## config.mk

```make
export PLATFORM = sky130hd
export DESIGN_NAME = fwd_scoreboard
export DESIGN_NICKNAME = d
export VERILOG_FILES = /design/src/rtl/fwd_scoreboard_pkg.sv /design/src/rtl/sb_reg_counter.sv /design/src/rtl/fwd_scoreboard.sv
export SDC_FILE = /design/constraint.sdc
export NUM_CORES = 1
export LEC_CHECK = 0
export CAP_MARGIN = 0
export CELL_PAD_IN_SITES_DETAIL_PLACEMENT = 1
export CELL_PAD_IN_SITES_GLOBAL_PLACEMENT = 2
export CORE_MARGIN = 2
export CORE_UTILIZATION = 40
export CTS_BUF_LIST = sky130_fd_sc_hd__clkbuf_8
export CTS_CLUSTER_SIZE = 10
export DETAILED_ROUTE_END_ITERATION = 10
export MAX_ROUTING_LAYER = met4
export PLACE_DENSITY_LB_ADDON = 0.1
export SYNTH_ARGS = -nofsm -noshare
export SYNTH_HDL_FRONTEND = slang
export SYNTH_HIERARCHICAL = 1
export SYNTH_SLANG_ARGS = --single-unit
```

## constraint.sdc

```tcl
create_clock -name clk -period 7.61 [get_ports clk]
set_input_delay 1.522 -clock clk [delete_from_list [all_inputs] [get_ports clk]]
set_output_delay 1.522 -clock clk [all_outputs]
set_load 0.02 [all_outputs]
```

## src/rtl/fwd_scoreboard_pkg.sv

```systemverilog
// Shared types and constants for the forwarding scoreboard.
//   fw_sel_e  : legacy 2-bit bypass select encoding (FW_DEPTH = 2)
//   LAT_*     : canonical producer latencies
//   clamp_lat : maps a raw producer latency into [1, max_lat]
package fwd_scoreboard_pkg;

   typedef enum logic [1:0] {
      FW_NONE    = 2'd0,
      FW_MEM_ALU = 2'd1,
      FW_WB_DATA = 2'd2
   } fw_sel_e;

   localparam int unsigned LAT_ALU  = 1;
   localparam int unsigned LAT_LOAD = 2;

   // A zero latency is treated as a single-cycle op; anything above max_lat saturates.
   function automatic int unsigned clamp_lat(input int unsigned lat, input int unsigned max_lat);
      if (lat == 0) begin
         return 1;
      end
      if (lat > max_lat) begin
         return max_lat;
      end
      return lat;
   endfunction

endpackage

```

## src/rtl/sb_reg_counter.sv

```systemverilog
// Pending-write countdown for one architectural register.
//   clk, rst    : clock, asynchronous active-high reset
//   load_i      : accepted issue targets this register this edge
//   load_val_i  : countdown value loaded on load_i
//   cnt_o       : current countdown
//   busy_o      : countdown is nonzero
module sb_reg_counter #(
   parameter int unsigned CNT_W = 3
) (
   input  logic             clk,
   input  logic             rst,
   input  logic             load_i,
   input  logic [CNT_W-1:0] load_val_i,
   output logic [CNT_W-1:0] cnt_o,
   output logic             busy_o
);

   logic [CNT_W-1:0] cnt_q;
   logic [CNT_W-1:0] cnt_d;

   // Load takes priority over the saturating decrement.
   always_comb begin
      cnt_d = cnt_q;
      if (load_i) begin
         cnt_d = load_val_i;
      end else if (cnt_q != '0) begin
         cnt_d = cnt_q - CNT_W'(1);
      end
   end

   always_ff @(posedge clk or posedge rst) begin
      if (rst) begin
         cnt_q <= '0;
      end else begin
         cnt_q <= cnt_d;
      end
   end

   assign cnt_o  = cnt_q;
   assign busy_o = (cnt_q != '0);

endmodule

```

## src/rtl/fwd_scoreboard.sv

```systemverilog
// ID-stage forwarding scoreboard: per-register latency countdowns drive bypass
// selection, load-use / multi-cycle stalls and WAW ordering stalls.
//   clk, rst          : clock, asynchronous active-high reset
//   src_addr_i/used_i : source operands of the instruction in ID
//   issue_*           : instruction leaving ID at this edge and its write info
//   flush_i           : cancels this cycle's issue
//   fw_sel_o          : per operand, 0 = register file, k+1 = bypass stage k
//   stall_o           : hold ID and insert a bubble
//   busy_o            : per-register pending-write flag
module fwd_scoreboard
   import fwd_scoreboard_pkg::*;
#(
   parameter  int unsigned NUM_REGS = 32,
   parameter  int unsigned NUM_SRC  = 2,
   parameter  int unsigned FW_DEPTH = 2,
   parameter  int unsigned MAX_LAT  = 4,
   localparam int unsigned RA_W     = $clog2(NUM_REGS),
   localparam int unsigned LAT_W    = $clog2(MAX_LAT + 1),
   localparam int unsigned SEL_W    = $clog2(FW_DEPTH + 1),
   localparam int unsigned CNT_W    = $clog2(MAX_LAT + FW_DEPTH)
) (
   input  logic                            clk,
   input  logic                            rst,
   input  logic [NUM_SRC-1:0][RA_W-1:0]    src_addr_i,
   input  logic [NUM_SRC-1:0]              src_used_i,
   input  logic                            issue_valid_i,
   input  logic                            issue_regwrite_i,
   input  logic [RA_W-1:0]                 issue_rd_i,
   input  logic [LAT_W-1:0]                issue_lat_i,
   input  logic                            flush_i,
   output logic [NUM_SRC-1:0][SEL_W-1:0]   fw_sel_o,
   output logic                            stall_o,
   output logic [NUM_REGS-1:0]             busy_o
);

   logic [NUM_REGS-1:0][CNT_W-1:0] cnt;
   logic [NUM_SRC-1:0][CNT_W-1:0]  src_cnt;
   logic [LAT_W-1:0]               lat_eff;
   logic [CNT_W-1:0]               load_val;
   logic                           op_stall;
   logic                           waw;
   logic                           accept;

   // Countdown loaded on issue: result exists after lat_eff cycles, then stays
   // visible for FW_DEPTH-1 more cycles across the bypass stages.
   always_comb begin
      lat_eff  = LAT_W'(clamp_lat(32'(issue_lat_i), MAX_LAT));
      load_val = CNT_W'(32'(lat_eff) + FW_DEPTH - 1);
   end

   // Operand query: countdown v within [1, FW_DEPTH] maps to bypass FW_DEPTH-v,
   // larger means the result is not produced yet.
   always_comb begin
      fw_sel_o = '0;
      src_cnt  = '0;
      op_stall = 1'b0;
      for (int unsigned s = 0; s < NUM_SRC; s++) begin
         fw_sel_o[s] = SEL_W'(FW_NONE);
         src_cnt[s]  = cnt[src_addr_i[s]];
         if (src_used_i[s] && (src_addr_i[s] != '0) && (src_cnt[s] != '0)) begin
            if (32'(src_cnt[s]) <= FW_DEPTH) begin
               fw_sel_o[s] = SEL_W'(FW_DEPTH + 1 - 32'(src_cnt[s]));
            end else begin
               op_stall = 1'b1;
            end
         end
      end
   end

   // A new write may not finish before an older in-flight write to the same rd.
   always_comb begin
      waw     = issue_regwrite_i && (cnt[issue_rd_i] > load_val);
      stall_o = op_stall || (issue_valid_i && waw);
      accept  = issue_valid_i && issue_regwrite_i && !stall_o && !flush_i
                && (issue_rd_i != '0);
   end

   assign cnt[0]    = '0;
   assign busy_o[0] = 1'b0;

   for (genvar r = 1; r < NUM_REGS; r++) begin : g_reg
      sb_reg_counter #(
         .CNT_W (CNT_W)
      ) u_cnt (
         .clk        (clk),
         .rst        (rst),
         .load_i     (accept && (issue_rd_i == RA_W'(r))),
         .load_val_i (load_val),
         .cnt_o      (cnt[r]),
         .busy_o     (busy_o[r])
      );
   end

endmodule
```

After elaboration in Yosys (flattened, before gate mapping)
Cells that the tools add are included.
{"block": "totals", "register_bits": 93, "latch_bits": 0, "mem_bits_rw": 0, "mem_bits_ro": 0, "in_bits": 25, "word_cells": 299, "mem_count": 0}
{"block": "classes", "add_sub_neg": 35, "mul": 0, "div_mod_pow": 0, "n_lt_le_gt_ge": 7, "n_eq_ne": 31, "shift": 0, "muxes": 83, "bitwise_logic": 0, "n_reduce_logical": 112}
{"operator": "3-bit two-way mux", "count": 68}
{"operator": "3-bit nonzero test", "count": 33}
{"operator": "3-bit by 1-bit subtractor with 3-bit output, second input constant", "count": 32}
{"operator": "5-bit equality test, second input constant", "count": 16}
{"operator": "2-bit nonzero test", "count": 31}
{"operator": "3-bit binary-select mux with 5-bit select", "count": 3}
{"operator": "1-bit logical AND", "count": 41}
{"operator": "5-bit by 4-bit equality test with 1-bit output, second input constant", "count": 8}
{"operator": "5-bit by 3-bit equality test with 1-bit output, second input constant", "count": 4}
{"operator": "5-bit by 6-bit less-than comparator with 1-bit output, second input constant", "count": 3}
{"operator": "5-bit nonzero test", "count": 3}
{"operator": "5-bit by 2-bit equality test with 1-bit output, second input constant", "count": 2}
{"operator": "1-bit two-way mux", "count": 8}
{"operator": "2-bit two-way mux", "count": 4}
{"operator": "3-bit by 2-bit <= comparator with 1-bit output, second input constant", "count": 2}
{"operator": "5-bit by 1-bit equality test with 1-bit output, second input constant", "count": 1}
{"operator": "2-bit subtractor, first input constant", "count": 2}
{"operator": "3-bit by 2-bit adder with 3-bit output, second input constant", "count": 1}
{"operator": "3-bit > comparator", "count": 1}
{"operator": "3-bit > comparator, second input constant", "count": 1}
{"operator": "3-bit zero test", "count": 1}
{"operator": "1-bit zero test", "count": 2}
{"operator": "1-bit logical OR", "count": 1}

Longest topological paths before layout
Gate-level depths: netlist of run 1.
{"block": "depth", "word_depth": 17, "mapped_depth": 16, "ltp_nobuf": 13}

Modules after synthesis
The synthesis of run 1 kept the hierarchy.
{"module": "sb_reg_counter", "n_inst": 31, "cells_each": 21, "area_each_um2": 200.2}
{"module": "fwd_scoreboard", "n_inst": 1, "cells_each": 373, "area_each_um2": 3547.2}

Least setup slack after synthesis of run 1
OpenSTA, ideal clock, no wires.
{"block": "synth_path", "path_type": "input to output", "from": "input issue_rd_i[0]", "to": "output stall_o", "t_arrival_ns": 4.818, "required_ns": 6.088, "path_slack_ns": 1.270, "stages": 11, "cell_sequence": "buf_2 -> buf_2 -> mux4_2 -> mux4_2 -> mux2_2 -> ha_1 -> nor2b_1 -> o21a_1 -> o21ai_0 -> o311ai_4 -> or3_1"}
{"block": "synth_between", "elab_chain_cells": 6}
{"element": "start, declared", "line": "fwd_scoreboard.sv:28", "source": "input logic [RA_W-1:0] issue_rd_i,"}
{"element": "3-bit binary-select mux with 5-bit select", "line": "fwd_scoreboard.sv:72", "source": "waw = issue_regwrite_i && (cnt[issue_rd_i] > load_val);"}
{"element": "3-bit two-way mux (implied by the code)", "line": "fwd_scoreboard.sv:72"}
{"element": "3-bit > comparator", "line": "fwd_scoreboard.sv:72"}
{"element": "1-bit logical AND", "line": "fwd_scoreboard.sv:72"}
{"element": "1-bit logical AND", "line": "fwd_scoreboard.sv:73", "source": "stall_o = op_stall || (issue_valid_i && waw);"}
{"element": "1-bit logical OR", "line": "fwd_scoreboard.sv:73"}
{"element": "end, declared", "line": "fwd_scoreboard.sv:32", "source": "output logic stall_o,"}
No other way between the ends. The select of a mux whose other input is x is not followed.

Worst setup path in the final report of run 1
{"block": "layout_path", "from": "input issue_rd_i[1]", "to": "output stall_o"}
The elaborated chain is that of the path after synthesis.

==> results of run 1 <==
==> Yosys cell counts, types with 3 or more instances <==
cell type    n
inv_1      163
nor2b_1    107
dfrtp_1     93
ha_1        66
nand2b_1    66
nor4b_1     62
mux2i_1     52
mux4_2      41
a221oi_1    38
nand3_1     36
a31oi_1     32
a311oi_1    31
or3b_1      31
nor4_2      30
nand2_1     16
a21oi_1     13
buf_2       12
clkbuf_1    11
mux2_2      11
a22oi_1      9
buf_4        9
nor2_1       9
buf_1        6
buf_6        6
nand4_1      5
a221o_1      3
and2_1       3
nor3b_1      3
nor4_1       3
o21ai_0      3
o22ai_1      3
==> worst max-delay path, stage by stage <==
cell	delay, ns
clkdlybuf4s50_1	0.70
buf_4	0.31
mux4_2	0.34
mux4_2	0.47
mux2_2	0.28
ha_1	0.30
nor2b_1	0.14
o21a_1	0.15
o21ai_0	0.29
o311ai_4	0.16
or3_1	0.45
clkdlybuf4s50_1	0.56
==> kinds of logic after synthesis <==
| logic type | after synthesis |
|---|---|
| buffers and inverters | 211 |
| other | 1 |
| AND/OR/NAND/NOR | 389 |
| adder cells (fa/ha/maj) | 66 |
| XOR/XNOR | 1 |
| AO/OA/AOI/OAI | 154 |
| multiplexers | 109 |
| flip-flops | 93 |
==> power breakdown <==
part           total [W]  switching, W  internal, W
registers        0.00131      0.000553     0.000760
clock network   0.000410      0.000195     0.000214
logic            0.00206      0.000987      0.00108
total            0.00379       0.00174      0.00205
==> final cells by class <==
cell class                      instances  area [um^2]
Fill cell                            2786        13200
Multi-Input combinational cell        720         6520
Inverter                              164          616
Clock buffer                            9          124
Timing Repair Buffer                   84          766
Tap cell                              324          405
Sequential cell                        93         2330
Clock inverter                          6          105
==> through the flow <==
step | utilization (%) | worst slack, ns | power (W)
CTS | 45.1 | 0.411 | 0.00379
detailed placement | 44.1 | 0.415 | 0.00337
global placement | 44.1 | 0.518 | 0.00333
floorplan | - | 1.27 | 0.00260
finish | 45.1 | 0.389 | 0.00379
global route | 45.1 | 0.281 | 0.00409
==> worst paths after layout <==
check / end / slack (ns) / cells after the start
min: g_reg[12].u_cnt/cnt_o[2] / 0.70 / 2
max in group asynchronous: g_reg[3].u_cnt/cnt_o[0] / 5.81 / 3
min reg2reg: g_reg[12].u_cnt/cnt_o[2] / 0.70 / 2
max: stall_o / 0.39 / 12
min in group asynchronous: g_reg[23].u_cnt/cnt_o[0] / 1.63 / 3
max reg2reg: g_reg[25].u_cnt/cnt_o[0] / 3.00 / 12
==> metal layers <==
metal / vias up / GRT usage [%] / wire (um)
met4: 0 / 6.55 / 592
li1: 3874 / - / -
met5: - / - / 0
met1: 4337 / 36.0 / 15200
met3: 42 / 4.08 / 1550
met2: 218 / 42.4 / 15300
==> metrics.md, run 1 <==
| Metric | Value |
|---|---|
| Period utilisation layout | `94.9%` |
| Area leader, netlist | `dfrtp_1` |
| First-pass GRT wire length | `51.3 mm` |
| Net Count, Synth | `1115` |
| Max Cap Viol | `0` |
| Share of cells above drive strength 1 | `13.2%` |
| Die area | `25600 um^2` |
| Synth area leaders | `dfrtp_1, mux4_2, ha_1` |
| I/O Buffers | `60` |
| Die Wd | `160 um` |
| Synth Cell Area | `9750 um^2` |
| Min Clock Period, post-route | `7.22 ns` |
| Area Growth Syn to Fin | `11.4%` |
| Clk buf depth | `2` |
| FP Rows | `57` |
| Placed Cells | `1385` |
| Status | `finished, final reports clean` |
| Largest net degree at the start of global routing | `32` |
| H-tree depth | `3` |
| Pleak | `4.52 nW` |
| Compound-Gate Fraction of Synth Area | `12.7%` |
| Via-to-Cell Ratio | `6.05` |
| Worst path required time | `6.09 ns` |
| Core ar. | `24100 um^2` |
| Clock Latency Late Sink | `0.40 ns` |
| Clock slew at reported path FFs | `0.10 ns` |
| CP Class | `input port to primary output` |
| Commonest non-fill, non-tap cell in the layout | `inv_1` |
| Post-DP Area | `10600 um^2` |
| Routed len/inst | `23.3 um` |
| Initial Util | `40.5%` |
| CTS tree | `done` |
| Post-Synth XOR/XNOR Area | `0.0898%` |
| R2R Path Start | `g_reg[5].u_cnt/cnt_o[1]` |
| Hpwl dp | `23.9 mm` |
| Postcts setup bufs | `0` |
| Cts bufs inserted | `9` |
| CP arrival | `5.70 ns` |
| Fin cells | `1400` |
| DR vias | `8471` |
| Sink Count | `93` |
| Crit start category | `input port` |
| Crit Path Max Fanout | `15` |
| Synthesized-area fraction occupied by adder cells | `8.47%` |
| Drt pass-1 iters | `5` |
| Number of global-route vias before repair | `8736` |
| Post-synth top area share | `23.9%` |
| RSZ-0062 raised after global routing | `no` |
| DR iter-0 viols | `676` |
| Number of synthesis warnings | `6` |
| Ys flop type | `dfrtp_1` |
| Seq/Total Area, Yosys | `23.9%` |
| Nets | `1163` |
| Crit. End Element | `primary output` |
| Yosys cell types | `70` |
| Max Clock Skew | `0.0156 ns` |
| Max VDD drop | `0.129 mV` |
| DRC errors left | `0` |
| Ant diodes | `0` |
| Max FFs per register | `93` |
| Chip height | `160 um` |
| GPL Wtd Cong | `0.868` |
| CTS Root Cell | `clkbuf_8` |
| Slew @ Worst Pin | `1.19 ns` |
| Number of synthesized register bits | `93` |
| Post-synthesis mux area share | `16.9%` |
| Most frequent cells in the layout | `inv_1, nor2b_1, dfrtp_1` |
| Post-route ant nets | `0` |
| Largest family of logic cells by synthesized area | `simple AND/OR/NAND/NOR gates` |
| Power Dens Cells | `348 nW/um^2` |
| Post-Synthesis Cells | `1024` |
| Worst min path class | `flip-flop to flip-flop` |
| Final setup violation count | `0` |
| Tightest hold margin | `0.699 ns` |
| Remaining global-route overflow | `0` |
| Worst Setup SP | `issue_rd_i[1]` |
| Slew Limit Fails | `0` |
| Tot GR Track Use | `26.7%` |
| Total wire length | `32.6 mm` |
| Post-synth EDFFs | `0` |
| Post-CTS sizing | `0` |
| Ys async rst share | `100%` |
| Setup TNS | `0 ns` |
| Maximum clock rate | `138 MHz` |
| # hold bufs at CTS | `0` |
| Hold path startpoint | `g_reg[12].u_cnt/cnt_o[2]` |
| Initial antenna violation count | `0` |
| Post-Synth Simple-Gate Area | `28.5%` |
| Fin area | `10900 um^2` |
| Syn_area_per_cell | `9.52 um^2` |
| Final Hold Fails | `0` |
| Slew margin rel. | `20.4%` |
| I/O pins | `62` |
No activity file was read; power rests on OpenSTA's default activity.
==> inputs of run 2 (changes only) <==
Settings changed: CORE_ASPECT_RATIO set to 1.2.
==> metrics.md, run 2 (same netlist as run 1, synthesis figures left out) <==
| Metric | Value |
|---|---|
| DR iter-0 viols | `528 (-22%)` |
| Crit start category | `input port` |
| Max FFs per register | `93 (unchanged)` |
| # fillers | `2724 (-2.2%)` |
| Slew Limit Fails | `0 (unchanged)` |
| GPL Wtd Cong | `0.924 (+6.4%)` |
| Worst min path class | `flip-flop to flip-flop` |
| Status | `finished, final reports clean` |
| Max Clock Skew | `0.00650 ns (-0.00907 ns)` |
| Slew @ Worst Pin | `1.19 ns (-0.00533 ns)` |
| Worst path max stage delay | `0.55 ns (-0.15 ns)` |
| Period utilisation layout | `92.8% (-2.1 points)` |
| Crit-path slowest cell | `clkdlybuf4s50_1` |
| # hold bufs at CTS | `0 (unchanged)` |
| Final Hold Fails | `0 (unchanged)` |
| Most frequent cells in the layout | `inv_1, nor2b_1, dfrtp_1` |
| Via-to-Cell Ratio | `6.00 (-0.90%)` |
| R2r endpoint | `g_reg[19].u_cnt/cnt_o[0]` |
| Tot GR Track Use | `26.6% (-0.15 points)` |
| Total wire length | `31.8 mm (-2.3%)` |
| R2r setup slk | `3.15 ns (+0.15 ns)` |
| RSZ-0062 raised after global routing | `no` |
| Die Wd | `147 um (-8.5%)` |
| I/O pins | `62 (unchanged)` |
| Crit Path Max Fanout | `28 (+13)` |
| CTS Root Cell | `clkbuf_8` |
| R2R Path Start | `g_reg[31].u_cnt/cnt_o[1]` |
| Core ar. | `24000 um^2 (-0.56%)` |
| Chip height | `175 um (+9.3%)` |
| Tightest hold margin | `0.693 ns (-0.00670 ns)` |
| Commonest non-fill, non-tap cell in the layout | `inv_1` |
| Drt pass-1 iters | `5 (unchanged)` |
| Remaining global-route overflow | `0 (unchanged)` |
| FP Rows | `62 (+8.8%)` |
| Power Dens Cells | `345 nW/um^2 (-1.1%)` |
| Ordered cell list for the critical path | `clkdlybuf4s50_1, buf_12, mux2_2, a22o_1, mux4_2, mux2_2, ha_1, nor2b_1, o21a_1, o21ai_0, o311ai_4, or3_1, clkdlybuf4s50_1` |
| Min Clock Period, post-route | `7.06 ns (-0.160 ns)` |
| Worst path required time | `6.09 ns (about the same)` |
| CP top delay family | `buffers and inverters` |
| DP Worst Slack | `0.571 ns (+0.156 ns)` |
| Routed len/inst | `22.8 um (-1.9%)` |
| Met3 wire length | `1.35 mm (-13%)` |
| Die area | `25700 um^2 (about the same)` |
| First-pass GRT wire length | `51.2 mm (-0.30%)` |
| Hpwl dp | `23.6 mm (-1.1%)` |
| Worst setup margin | `0.549 ns (+0.160 ns)` |
| Initial antenna violation count | `0 (unchanged)` |
| Min-Delay Path Depth | `2 (unchanged)` |
| Cts bufs inserted | `9 (unchanged)` |
| Share of cells above drive strength 1 | `13.3% (+0.11 points)` |
| Sink Count | `93 (unchanged)` |
| DRC errors left | `0 (unchanged)` |
| CTS tree | `done` |
| Tot Pwr | `0.00374 W (-1.3%)` |
| Crit. End Element | `primary output` |
| Ant diodes | `0 (unchanged)` |
| Maximum clock rate | `142 MHz (+2.3%)` |
| Final setup violation count | `0 (unchanged)` |
| Max VDD drop | `0.137 mV (+6.0%)` |
| DR vias | `8365 (-1.3%)` |
| Met2 routed WL | `15.4 mm (+0.83%)` |
| Initial Util | `40.7% (+0.23 points)` |
| Clock Latency Late Sink | `0.41 ns (about the same)` |
| Top sig layer | `met4` |
| Nets | `1161 (-0.17%)` |
| Area Growth Syn to Fin | `11.1%` |
| Setup TNS | `0 ns (unchanged)` |
| Post-route ant nets | `0 (unchanged)` |
| Max Cap Viol | `0 (unchanged)` |
| CP arrival | `5.54 ns (-0.16 ns)` |
| I/O Buffers | `60 (unchanged)` |
| Pleak | `4.51 nW (-0.25%)` |
| Number of global-route vias before repair | `8720 (-0.18%)` |
| WL met1 | `14.5 mm (-4.6%)` |
| Post-CTS sizing | `0 (unchanged)` |
| Cells on worst reg2reg path | `12 (unchanged)` |
| CP Class | `input port to primary output` |
| Buffers and inverters on the worst path | `3 (unchanged)` |
| Hold path startpoint | `g_reg[10].u_cnt/cnt_o[2]` |
| Hold EP | `g_reg[10].u_cnt/cnt_o[2]` |
| Clk buf depth | `2 (unchanged)` |
| Postcts setup bufs | `0 (unchanged)` |
| Largest net degree at the start of global routing | `34 (+6.3%)` |
| H-tree depth | `3 (unchanged)` |
| Slew margin rel. | `20.7% (+0.33 points)` |
| Clock slew at reported path FFs | `0.09 ns (about the same)` |
[run 2: cell types whose count changed in the layout (fill, tap and decap cells not counted)]
| cell | change |
|---|---|
| buf_12 | +1 |
| bufinv_16 | -2 |
| clkinvlp_4 | -1 |
| clkbuf_8 | +3 |
| buf_4 | -3 |
| clkinv_2 | +3 |
| inv_1 | -2 |
[run 2: stage by stage]
step	instances	area (um^2)	utilization, %
6_report	1395	10800	45.2
5_1_grt	1395	10800	45.2
4_1_cts	1395	10800	45.2
3_5_place_dp	1379	10600	44.3
3_3_place_gp	1379	10600	44.3
2_1_floorplan	1024	9750	-
[run 2: worst max path at each step]
stage	startpoint	to	slack, ns	depth (start not counted)
detailed placement	issue_rd_i[1]	stall_o	0.57	13
CTS	issue_rd_i[1]	stall_o	0.57	13
finish	issue_rd_i[1]	stall_o	0.55	13
global route	issue_rd_i[1]	stall_o	0.44	13
floorplan	issue_rd_i[0]	stall_o	1.27	11
global placement	issue_rd_i[1]	stall_o	0.61	13
[run 2: routing by layer]
layer | up-vias | GRT usage (%)
li1 | 3874 | -
met1 | 4209 | 35.2
met2 | 243 | 43.3
met3 | 39 | 2.56
met4 | 0 | 8.21
met5 | - | -
[run 2: layout make-up]
cell class | instances | area (um^2) | area share [%]
Clock inverter | 4 | 45.0 | 0.416
Sequential cell | 93 | 2330 | 21.5
Timing Repair Buffer | 82 | 763 | 7.04
Inverter | 164 | 616 | 5.68
Multi-Input combinational cell | 720 | 6520 | 60.2
Clock buffer | 12 | 165 | 1.52
Tap cell | 320 | 400 | 3.69
[run 2: report_power, final]
group | switching (W) | internal (W) | leakage (nW)
sequential | 0.000561 | 0.000760 | 1.10
clock | 0.000196 | 0.000177 | 0.112
combinational | 0.000971 | 0.00107 | 3.30
total | 0.00173 | 0.00201 | 4.51
[run 2: worst register-to-register path, delay by kind of cell, from the launching register on]
family	cells	cell delay, ns
muxes	3	1.28
AOI/OAI and AO/OA	4	0.92
DFF	1	0.49
buffers and inverters	1	0.33
adders and majority gates	1	0.29
and+or+nand+nor	3	1.03
==> inputs of run 3 (changes only) <==
Settings changed: GPL_ROUTABILITY_DRIVEN set to 0.
Clock period 7.61 ns to 7.1 ns, I/O delays scaled along.
==> metrics.md, run 3 (same netlist as run 1, synthesis figures left out) <==
| Metric | Value |
|---|---|
| Die Wd | `147 um (unchanged)` |
| Worst min path class | `flip-flop to flip-flop` |
| FP Rows | `62 (unchanged)` |
| Max VDD drop | `0.148 mV (+8.1%)` |
| Cts bufs inserted | `9 (unchanged)` |
| Final Hold Fails | `0 (unchanged)` |
| Placed Cells | `1376 (-0.22%)` |
| Post-route ant nets | `0 (unchanged)` |
| DR vias | `8383 (+0.22%)` |
| Remaining global-route overflow | `0 (unchanged)` |
| Ant diodes | `0 (unchanged)` |
| CTS tree | `done` |
| Initial antenna violation count | `0 (unchanged)` |
| Sink Count | `93 (unchanged)` |
| Postcts setup bufs | `0 (unchanged)` |
| Worst path max stage delay | `0.56 ns (about the same)` |
| Period utilisation layout | `96.7%` |
| Drt pass-1 iters | `5 (unchanged)` |
| Clock slew at reported path FFs | `0.09 ns (about the same)` |
| I/O pins | `62 (unchanged)` |
| CP arrival | `5.45 ns (-0.09 ns)` |
| # hold bufs at CTS | `0 (unchanged)` |
| Min Clock Period, post-route | `6.87 ns` |
| Via-to-Cell Ratio | `6.03 (+0.58%)` |
| Hpwl dp | `23.9 mm (+1.2%)` |
| Post-CTS sizing | `0 (unchanged)` |
| Status | `finished, final reports clean` |
| Crit-path slowest cell | `clkdlybuf4s50_1` |
| Chip height | `175 um (unchanged)` |
| Final setup violation count | `0 (unchanged)` |
| Slew @ Worst Pin | `1.08 ns (-0.109 ns)` |
| Crit Path Max Fanout | `21 (-25%)` |
| Crit start category | `input port` |
| H-tree depth | `3 (unchanged)` |
| Slew margin rel. | `28.0% (+7.3 points)` |
| Max FFs per register | `93 (unchanged)` |
| CTS Root Cell | `clkbuf_8` |
| DR iter-0 viols | `525 (-0.57%)` |
| Largest net degree at the start of global routing | `34 (unchanged)` |
| Core ar. | `24000 um^2 (unchanged)` |
| Number of global-route vias before repair | `8699 (-0.24%)` |
| Tightest hold margin | `0.697 ns (+0.00415 ns)` |
| Slew Limit Fails | `0 (unchanged)` |
| Tot GR Track Use | `26.4% (-0.14 points)` |
| Setup TNS | `0 ns (unchanged)` |
| Routed len/inst | `23.1 um (+1.1%)` |
| CP Class | `input port to primary output` |
| Maximum clock rate | `146 MHz` |
| Ordered cell list for the critical path | `clkdlybuf4s50_1, buf_12, mux2_2, a22o_1, mux4_2, mux2_2, ha_1, nor2b_1, o21a_1, o21ai_0, o311ai_4, or3_1, clkdlybuf4s50_1` |
| RSZ-0062 raised after global routing | `no` |
| Crit. End Element | `primary output` |
| Commonest non-fill, non-tap cell in the layout | `inv_1` |
| I/O Buffers | `60 (unchanged)` |
| Most frequent cells in the layout | `inv_1, nor2b_1, dfrtp_1` |
| # fillers | `2756 (+1.2%)` |
| Tot Pwr | `0.00396 W (+5.9%)` |
| Worst path required time | `5.68 ns (-0.41 ns)` |
| Max Clock Skew | `0.0113 ns (+0.00475 ns)` |
| Total wire length | `32.1 mm (+0.73%)` |
| First-pass GRT wire length | `51.1 mm (-0.16%)` |
| Die area | `25700 um^2 (unchanged)` |
| Final Core Density | `45.0% (-0.22 points)` |
| Fin cells | `1390 (-0.36%)` |
| Pleak | `4.48 nW (-0.57%)` |
| Share of cells above drive strength 1 | `12.7% (-0.59 points)` |
| DRC errors left | `0 (unchanged)` |
| Area Growth Syn to Fin | `10.6%` |
| Initial Util | `40.7% (unchanged)` |
| Power Dens Cells | `367 nW/um^2 (+6.5%)` |
| Clk buf depth | `2 (unchanged)` |
| Max Cap Viol | `0 (unchanged)` |
| Clock Latency Late Sink | `0.40 ns (about the same)` |
| Nets | `1158 (-0.26%)` |
==> run 3: cell types whose count changed in the layout (fill, tap and decap cells not counted), sizes merged <==
cell    before  now
clkbuf      12   10
clkinv       3    1
inv        164  166
buf         25   22
==> run 3: cell type report <==
type | instances | area, um^2 | area share (%)
inverters | 164 | 616 | 5.71
well taps | 320 | 400 | 3.71
repair buffers | 79 | 741 | 6.87
multi-input cells | 720 | 6520 | 60.5
clock buffers | 10 | 138 | 1.28
clock inverters | 4 | 42.5 | 0.394
flip-flops and latches | 93 | 2330 | 21.6
==> run 3: report_power, final <==
part           total, W  internal [W]  switching [W]
registers       0.00141      0.000814       0.000600
logic           0.00218       0.00115        0.00103
clock network  0.000365      0.000166       0.000199
==> run 3: path summary, 6_finish.rpt <==
path / startpoint / endpoint / slack (ns) / depth (start not counted)
worst max-delay path: issue_rd_i[1] / stall_o / 0.23 / 13
worst min-delay path: g_reg[10].u_cnt/cnt_o[2] / g_reg[10].u_cnt/cnt_o[2] / 0.70 / 2
worst max register to register: g_reg[31].u_cnt/cnt_o[1] / g_reg[26].u_cnt/cnt_o[1] / 2.69 / 12
worst min register to register: g_reg[10].u_cnt/cnt_o[2] / g_reg[10].u_cnt/cnt_o[2] / 0.70 / 2
max in group asynchronous: rst / g_reg[17].u_cnt/cnt_o[1] / 5.38 / 3
min in group asynchronous: rst / g_reg[24].u_cnt/cnt_o[0] / 1.53 / 3
==> run 3: stage by stage <==
step | area (um^2) | worst slack [ns]
6_report | 10800 | 0.233
4_1_cts | 10800 | 0.272
5_1_grt | 10800 | 0.136
3_3_place_gp | 10600 | 0.301
3_5_place_dp | 10600 | 0.263
2_1_floorplan | 9750 | 0.964
==> run 3: worst max-delay path, delay by kind of cell <==
| family | cells | cell delay (ns) |
|---|---|---|
| AOI/OAI and AO/OA | 4 | 0.81 |
| adders and majority gates | 1 | 0.29 |
| muxes | 3 | 1.10 |
| and+or+nand+nor | 2 | 0.57 |
| buffers and inverters | 3 | 1.24 |
==> run 3: metal layers <==
layer / vias up / wire, um / part of all wire (%) / track usage, %
li1: 3859 / - / - / -
met1: 4320 / 14800 / 46 / 34.7
met2: 184 / 15800 / 49 / 44.0
met3: 20 / 1060 / 3.3 / 2.95
met4: 0 / 424 / 1.3 / 6.07
met5: - / 0 / 0 / -
